File: config.mk
export PLATFORM = sky130hd
export DESIGN_NAME = button_enable_debouncer_flat
export DESIGN_NICKNAME = d
export VERILOG_FILES = /design/src/rtl/button_enable_debouncer_if.sv /design/src/rtl/button_enable_debouncer.sv /design/src/flat_wrapper.sv
export SDC_FILE = /design/constraint.sdc
export NUM_CORES = 1
export LEC_CHECK = 0
export CORE_AREA = 2 2 39 41
export CTS_BUF_LIST = sky130_fd_sc_hd__clkbuf_4
export CTS_CLUSTER_DIAMETER = 50
export DETAILED_ROUTE_END_ITERATION = 8
export DIE_AREA = 0 0 41 43
export SYNTH_ARGS = -nofsm -noshare
export SYNTH_HDL_FRONTEND = slang
export SYNTH_SLANG_ARGS = --single-unit
File: constraint.sdc
create_clock -name clock -period 1.65 [get_ports clock]
set_input_delay 0.2475 -clock clock [delete_from_list [all_inputs] [get_ports clock]]
set_output_delay 0.2475 -clock clock [all_outputs]
set_load 0.01 [all_outputs]
File: src/rtl/button_enable_debouncer_if.sv
// Button-side bundle between the push-button source and the debouncer.
// The debouncer takes the slave view and the stimulus/button source takes the master view.
interface button_enable_debouncer_if;
  logic btn_in;
  logic enable_pulse;
  logic btn_level;
  logic release_pulse;

  modport master (
    output btn_in,
    input  enable_pulse,
    input  btn_level,
    input  release_pulse
  );

  modport slave (
    input  btn_in,
    output enable_pulse,
    output btn_level,
    output release_pulse
  );
endinterface

File: src/rtl/button_enable_debouncer.sv
// Synchronises and debounces a raw push-button and emits one enable pulse per press
// (optionally auto-repeating while held), plus a debounced level and a release pulse.
module button_enable_debouncer #(
  parameter int SYNC_STAGES     = 2,
  parameter int DEBOUNCE_CYCLES = 4,
  parameter int REPEAT_EN       = 0,
  parameter int REPEAT_DELAY    = 10,
  parameter int REPEAT_PERIOD   = 5
) (
  input logic                      clock,
  input logic                      reset,
  button_enable_debouncer_if.slave bus
);

  localparam int CNT_MAX_A = (DEBOUNCE_CYCLES > REPEAT_DELAY) ? DEBOUNCE_CYCLES : REPEAT_DELAY;
  localparam int CNT_MAX   = (CNT_MAX_A > REPEAT_PERIOD) ? CNT_MAX_A : REPEAT_PERIOD;
  localparam int CNT_W     = $clog2(CNT_MAX) + 1;

  localparam logic [CNT_W-1:0] CNT_ZERO = CNT_W'(0);
  localparam logic [CNT_W-1:0] CNT_ONE  = CNT_W'(1);
  localparam logic [CNT_W-1:0] DEB_LAST = CNT_W'(DEBOUNCE_CYCLES - 1);
  localparam logic [CNT_W-1:0] DLY_LAST = CNT_W'(REPEAT_DELAY - 1);
  localparam logic [CNT_W-1:0] PER_LAST = CNT_W'(REPEAT_PERIOD - 1);

  typedef enum logic [1:0] {
    IDLE     = 2'd0,
    ARM_HIGH = 2'd1,
    PRESSED  = 2'd2,
    ARM_LOW  = 2'd3
  } state_t;

  logic [SYNC_STAGES-1:0] sync_r;
  logic                   btn_s;
  state_t                 state_r, state_s;
  logic [CNT_W-1:0]       cnt_r, cnt_s;
  logic                   rep_r, rep_s;
  logic                   enable_r, enable_s;
  logic                   level_r, level_s;
  logic                   release_r, release_s;

  assign btn_s = sync_r[SYNC_STAGES-1];

  // Synchroniser chain for the asynchronous button input.
  always_ff @(posedge clock) begin
    if (reset) begin
      sync_r <= {SYNC_STAGES{1'b0}};
    end else begin
      sync_r <= {sync_r[SYNC_STAGES-2:0], bus.btn_in};
    end
  end

  // Next-state, counter and output decode; rep_r selects first-delay vs period threshold.
  always_comb begin
    state_s   = state_r;
    cnt_s     = cnt_r;
    rep_s     = rep_r;
    enable_s  = 1'b0;
    release_s = 1'b0;
    level_s   = level_r;
    case (state_r)
      IDLE: begin
        if (btn_s) begin
          state_s = ARM_HIGH;
          cnt_s   = CNT_ZERO;
        end else begin
          state_s = IDLE;
        end
      end
      ARM_HIGH: begin
        if (!btn_s) begin
          state_s = IDLE;
        end else if (cnt_r == DEB_LAST) begin
          state_s  = PRESSED;
          enable_s = 1'b1;
          level_s  = 1'b1;
          cnt_s    = CNT_ZERO;
          rep_s    = 1'b0;
        end else begin
          cnt_s = cnt_r + CNT_ONE;
        end
      end
      PRESSED: begin
        if (!btn_s) begin
          state_s = ARM_LOW;
          cnt_s   = CNT_ZERO;
        end else if (REPEAT_EN != 0) begin
          if (cnt_r == (rep_r ? PER_LAST : DLY_LAST)) begin
            enable_s = 1'b1;
            cnt_s    = CNT_ZERO;
            rep_s    = 1'b1;
          end else begin
            cnt_s = cnt_r + CNT_ONE;
          end
        end else begin
          cnt_s = CNT_ZERO;
        end
      end
      ARM_LOW: begin
        // A return to pressed here is release bounce: restart repeat timing, no pulse.
        if (btn_s) begin
          state_s = PRESSED;
          cnt_s   = CNT_ZERO;
          rep_s   = 1'b0;
        end else if (cnt_r == DEB_LAST) begin
          state_s   = IDLE;
          level_s   = 1'b0;
          release_s = 1'b1;
          cnt_s     = CNT_ZERO;
        end else begin
          cnt_s = cnt_r + CNT_ONE;
        end
      end
      default: begin
        state_s = IDLE;
        cnt_s   = CNT_ZERO;
        rep_s   = 1'b0;
        level_s = 1'b0;
      end
    endcase
  end

  // State, counter and registered outputs.
  always_ff @(posedge clock) begin
    if (reset) begin
      state_r   <= IDLE;
      cnt_r     <= CNT_ZERO;
      rep_r     <= 1'b0;
      enable_r  <= 1'b0;
      level_r   <= 1'b0;
      release_r <= 1'b0;
    end else begin
      state_r   <= state_s;
      cnt_r     <= cnt_s;
      rep_r     <= rep_s;
      enable_r  <= enable_s;
      level_r   <= level_s;
      release_r <= release_s;
    end
  end

  assign bus.enable_pulse  = enable_r;
  assign bus.btn_level     = level_r;
  assign bus.release_pulse = release_r;

endmodule
File: src/flat_wrapper.sv
// flat-port wrapper written by rule: the top's interface ports become plain ports
module button_enable_debouncer_flat 
#(
  parameter int SYNC_STAGES     = 2,
  parameter int DEBOUNCE_CYCLES = 4,
  parameter int REPEAT_EN       = 0,
  parameter int REPEAT_DELAY    = 10,
  parameter int REPEAT_PERIOD   = 5
)
  (clock, reset, bus_btn_in, bus_enable_pulse, bus_btn_level, bus_release_pulse);
  button_enable_debouncer_if bus_i ();
  input logic clock;
  input logic reset;
  input wire logic [$bits(bus_i.btn_in)-1:0] bus_btn_in;
  output wire logic [$bits(bus_i.enable_pulse)-1:0] bus_enable_pulse;
  output wire logic [$bits(bus_i.btn_level)-1:0] bus_btn_level;
  output wire logic [$bits(bus_i.release_pulse)-1:0] bus_release_pulse;
  assign bus_i.btn_in = bus_btn_in;
  assign bus_enable_pulse = bus_i.enable_pulse;
  assign bus_btn_level = bus_i.btn_level;
  assign bus_release_pulse = bus_i.release_pulse;
  button_enable_debouncer #(.SYNC_STAGES(SYNC_STAGES), .DEBOUNCE_CYCLES(DEBOUNCE_CYCLES), .REPEAT_EN(REPEAT_EN), .REPEAT_DELAY(REPEAT_DELAY), .REPEAT_PERIOD(REPEAT_PERIOD)) u_core (.clock(clock), .reset(reset), .bus(bus_i));
endmodule
## After elaboration in Yosys (flattened, before gate mapping)

Cells that the tools add are included.

| operators by class | value |
|---|---|
| $add $sub $neg | 1 |
| equality and inequality tests | 12 |
| multiplexer cells | 18 |
| bitwise gates (word level) | 3 |
| reduce and logical (&&, ||, !) cells | 7 |

Operator list:

| kind | count |
|---|---|
| 5-bit 2-to-1 mux | 4 |
| 5-bit case mux with 4 select lines | 1 |
| 2-bit 2-to-1 mux | 5 |
| 2-bit by 1-bit inequality test with 1-bit output, second input constant | 4 |
| 2-bit case mux with 4 select lines | 1 |
| 1-bit 2-to-1 mux | 6 |
| 3-bit OR reduction | 2 |
| 5-bit by 1-bit adder with 5-bit output, second input constant | 1 |
| 5-bit by 2-bit equality test with 1-bit output, second input constant | 1 |
| 5-bit AND reduction | 1 |
| 2-bit equality test, second input constant | 2 |
| 2-bit inequality test, second input constant | 2 |
| 3-bit by 1-bit inequality test with 1-bit output, second input constant | 1 |
| 3-bit inequality test, second input constant | 1 |
| 1-bit NOT | 3 |
| 3-bit AND reduction | 1 |
| 2-bit by 1-bit equality test with 1-bit output, second input constant | 1 |
| 2-bit zero test | 1 |
| 1-bit case mux with 2 select lines | 1 |
| 2-bit AND reduction | 1 |
| 2-bit nonzero test | 1 |

| storage, ports and cells | value |
|---|---|
| register bits after elaboration | 12 |
| output and inout port bits | 3 |
| logic and storage cells | 47 |

## Depth between registers and ports, before layout

| depth | value |
|---|---|
| depth after elaboration | 4 |
| gate-level depth with buffers | 4 |
| mapped depth without buffers | 4 |

## Worst setup path before layout

OpenSTA, ideal clock, no wires.

| timing | value |
|---|---|
| kind | register to register |
| start | reg u_core.cnt_r[0] |
| end | reg u_core.level_r (netlist: u_core.bus.btn_level) |
| arrival | 1.244 ns |
| required time | 1.518 ns |
| slack | 0.273 ns |
| cell stages (with the launch flop) | 5 |
| buffers on the path | 0 |
| period minus slack after synthesis | 1.377 ns |
| path through | dfxtp_1 ha_1 or4b_4 o211ai_2 o311ai_1 |

| between the ends | value |
|---|---|
| longest elaborated chain between the ends | 3 |

Ends and longest elaborated chain:

| item | line | text |
|---|---|---|
| start, declared | button_enable_debouncer.sv:35 | `logic [CNT_W-1:0] cnt_r, cnt_s;` |
| start signal, assigned | button_enable_debouncer.sv:133 | `cnt_r <= cnt_s;` |
| 5-bit by 2-bit equality test with 1-bit output * | button_enable_debouncer.sv:72, button_enable_debouncer.sv:104 |  |
| 2-bit by 1-bit inequality test with 1-bit output (no source line) | n/a |  |
| 5-bit AND reduction (no source line) * | n/a |  |
| end signal, assigned | button_enable_debouncer.sv:136 | `level_r <= level_s;` |
| end, declared | button_enable_debouncer.sv:38 | `logic level_r, level_s;` |

Every way passes the cells marked *; elsewhere a longest branch is shown, timed or not.
A chain may end at the register's enable or synchronous reset.

## Final worst setup path

Ends and elaborated chain as after synthesis.

==> impl_metrics.tcl <==
set metrics [dict create \
    fmax_ghz 0.6751 \
    whs_ps 439.7 \
    cp_slowest_cell "or4b_4" \
    grt_overflow 0 \
    synth_top_area_share_pct 42.86 \
    clkLatencyLatePin_ps 280 \
    die_w_um 41 \
    firstDrtPassIters 4 \
    critPathRequiredTime_ps 1810 \
    finalHoldViolCount 0 \
    h-tree-depth 1 \
    synth_nets 61 \
    gp_congestion 0.8208 \
    drtIter0Drc 17 \
    grt_max_degree 11 \
    cp_slowest_stage_delay_ps 510 \
    viasPerCell 5.329 \
    maxCapViolations 0 \
    p_clk_share_pct 36.6 \
    vias 437 \
    min_period_ps 1481 \
    rows 14 \
    fin_area_um2 649.4 \
    p_total_mw 0.5378 \
    grt_antenna_before_repair 0 \
    wirelength_um 1002 \
    clockRootBuffer "clkbuf_4" \
    status "completed" \
    syn2layout_area_growth_pct 15.85 \
    hp-class "reg2reg" \
    groute.usage.overall_pct 14.85 \
    start_kind "register" \
    worstMarginPinSlew_ps 384.7 \
    synth-seq-area-share_pct 42.86 \
    ios 6 \
    min_period_over_period_pct 89.78 \
    crit_chain "ha_1 > or4b_4 > o211ai_2 > o311ai_1" \
    stdcell_count 82 \
    final_nets 71 \
    place_area_um2 623.1 \
    top_layer "met4" \
    m1WireLength_um 497 \
    report.final.slew_viol_count 0 \
    synth_area_um2 560.5 \
    core_area_um2 1384 \
    wl_met3_um 37 \
    cp_max_fo 5 \
    p_int_mw 0.4045 \
    p_switching_mw 0.1333 \
    criticalPathCategory "reg2reg" \
    port_buffers 5 \
    cts.path.max_buffers 2 \
    die-area_um2 1763 \
    final_common_cell "dfxtp_1" \
    avgSynthCellArea_um2 9.834 \
    setup_violations 0 \
    wl_met2_um 435 \
    cts_hold_buf 0 \
    synth_cells 57 \
    cts_tree "done" \
    yosysTopAreaCell "dfxtp_1" \
    ys_types 28 \
    clk_pin_slew_ps 80 \
    rsz0062_at_grt "false" \
    seqPwrFrac_pct 56.5 \
    clock_sinks 12 \
    antenna_cells 0 \
    power.density_nw_per_um2 828.2 \
    vdd_ir_drop_max_uv 442.9 \
    dp.cells 78 \
    cts.repair.resized 0 \
    max-slew-margin-rel_pct 74.26 \
    drive_above_1_share_pct 15.15 \
    final_cell_mix "dfxtp_1 (12), nand2_1 (6), clkdlybuf4s50_1 (5), nor2b_1 (4), nand3_1 (4)" \
    p_sw_share_pct 24.78 \
    yosysWarnings 0 \
    die-height_um 43 \
    synth-seq-cells 12 \
    initial_core_util_pct 40.51 \
    skew_ps 2.467 \
    postCtsSetupBuffers 0 \
    grt_pass1_vias 370 \
    cts_made_buffers 3 \
    drc 0 \
    cp.arrival_ps 1650 \
    hpwlAfterDp_um 696.1 \
    netlist_top_cells_area "dfxtp_1 (43%), nor2b_1 (4.5%), buf_6 (4.0%), nand2_1 (4.0%), nand3_1 (3.6%)" \
    p_comb_share_pct 6.9 \
    grt_first_pass_wirelength_um 1656 \
    end_kind "register" \
    p_leak_nw 0.2291 \
    route.antenna.remaining_nets 0 \
    wl_per_cell_um 12.22 \
    tns_ps 0 \
]
==> worst paths after layout <==
check | cells after the start | slack (ps) | start | end
min reg2reg | 1 | 440 | u_core.sync_r[0]$_SDFF_PP0_ | u_core.sync_r[1]$_SDFF_PP0_
min | 1 | 440 | u_core.sync_r[0]$_SDFF_PP0_ | u_core.sync_r[1]$_SDFF_PP0_
max reg2reg | 4 | 170 | u_core.cnt_r[0]$_SDFFE_PP0P_ | u_core.bus.btn_level$_SDFFE_PP0P_
max | 4 | 170 | u_core.cnt_r[0]$_SDFFE_PP0P_ | u_core.bus.btn_level$_SDFFE_PP0P_
==> worst max-delay path: cells and delay by family (launching register included) <==
kind | cells | cell delay (ps)
AOI/OAI and AO/OA | 2 | 260
DFF | 1 | 370
and+or+nand+nor | 1 | 510
adders and majority gates | 1 | 220
==> sequential cells by signal, summed over array words and instances (netlist names), named ones only <==
register	count
u_core.bus.btn_level	1
u_core.bus.enable_pulse	1
u_core.bus.release_pulse	1
u_core.cnt_r	5
u_core.state_r	1
u_core.sync_r	2
==> final cells by class <==
cell class / count / area (um^2)
Fill cell: 138 / 734.5
Multi-Input combinational cell: 40 / 286.5
Clock inverter: 1 / 3.754
Sequential cell: 12 / 240.2
Tap cell: 16 / 20.02
Timing Repair Buffer: 7 / 65.06
Inverter: 3 / 11.26
Clock buffer: 3 / 22.52
==> per-stage QoR <==
step	worst slack, ps	util [%]
after floorplan	273.5	-
after global placement	215.7	45.03
after detailed placement	184.0	45.03
after CTS	167.8	46.93
after global routing	79.12	46.93
final	168.7	46.93
==> synthesized netlist by cell type <==
library cell	number
xor2_2	1
nand4_1	1
a31oi_1	1
nand4b_1	2
a21boi_0	1
nor2b_1	4
dfxtp_1	12
o211ai_2	1
or3_1	1
ha_1	1
nand2_1	6
nand3b_1	1
a21oi_1	2
o21ai_1	1
nor4_1	1
buf_6	2
and3_1	1
o311ai_1	1
nor4b_2	1
a32oi_1	1
o211ai_1	2
inv_1	3
or4b_4	1
nand3_1	4
nor3_1	1
o41ai_2	1
nor2_1	2
xor2_1	1
==> power groups by stage <==
stage | combinational (mW) | sequential [mW] | clock [mW]
floorplan | 0.0208 | 0.311 | 0
global placement | 0.0374 | 0.311 | 0
detailed placement | 0.0371 | 0.311 | 0
CTS | 0.0375 | 0.304 | 0.203
global route | 0.0408 | 0.305 | 0.211
finish | 0.0369 | 0.304 | 0.197
==> logic make-up after synthesis <==
kind of cell | synth area share, %
buffers and inverters | 6.026
AO/OA/AOI/OAI | 16.07
flip-flops | 42.86
AND/OR/NAND/NOR | 28.35
XOR/XNOR | 4.465
adder cells (fa/ha/maj) | 2.232
==> metal layers <==
metal / track usage (%) / vias up
li1: - / 228
met5: 0 / -
met4: 14.00 / 0
met3: 3.141 / 4
met1: 20.98 / 193
met2: 17.50 / 12
(Power assumes the default switching activity.)
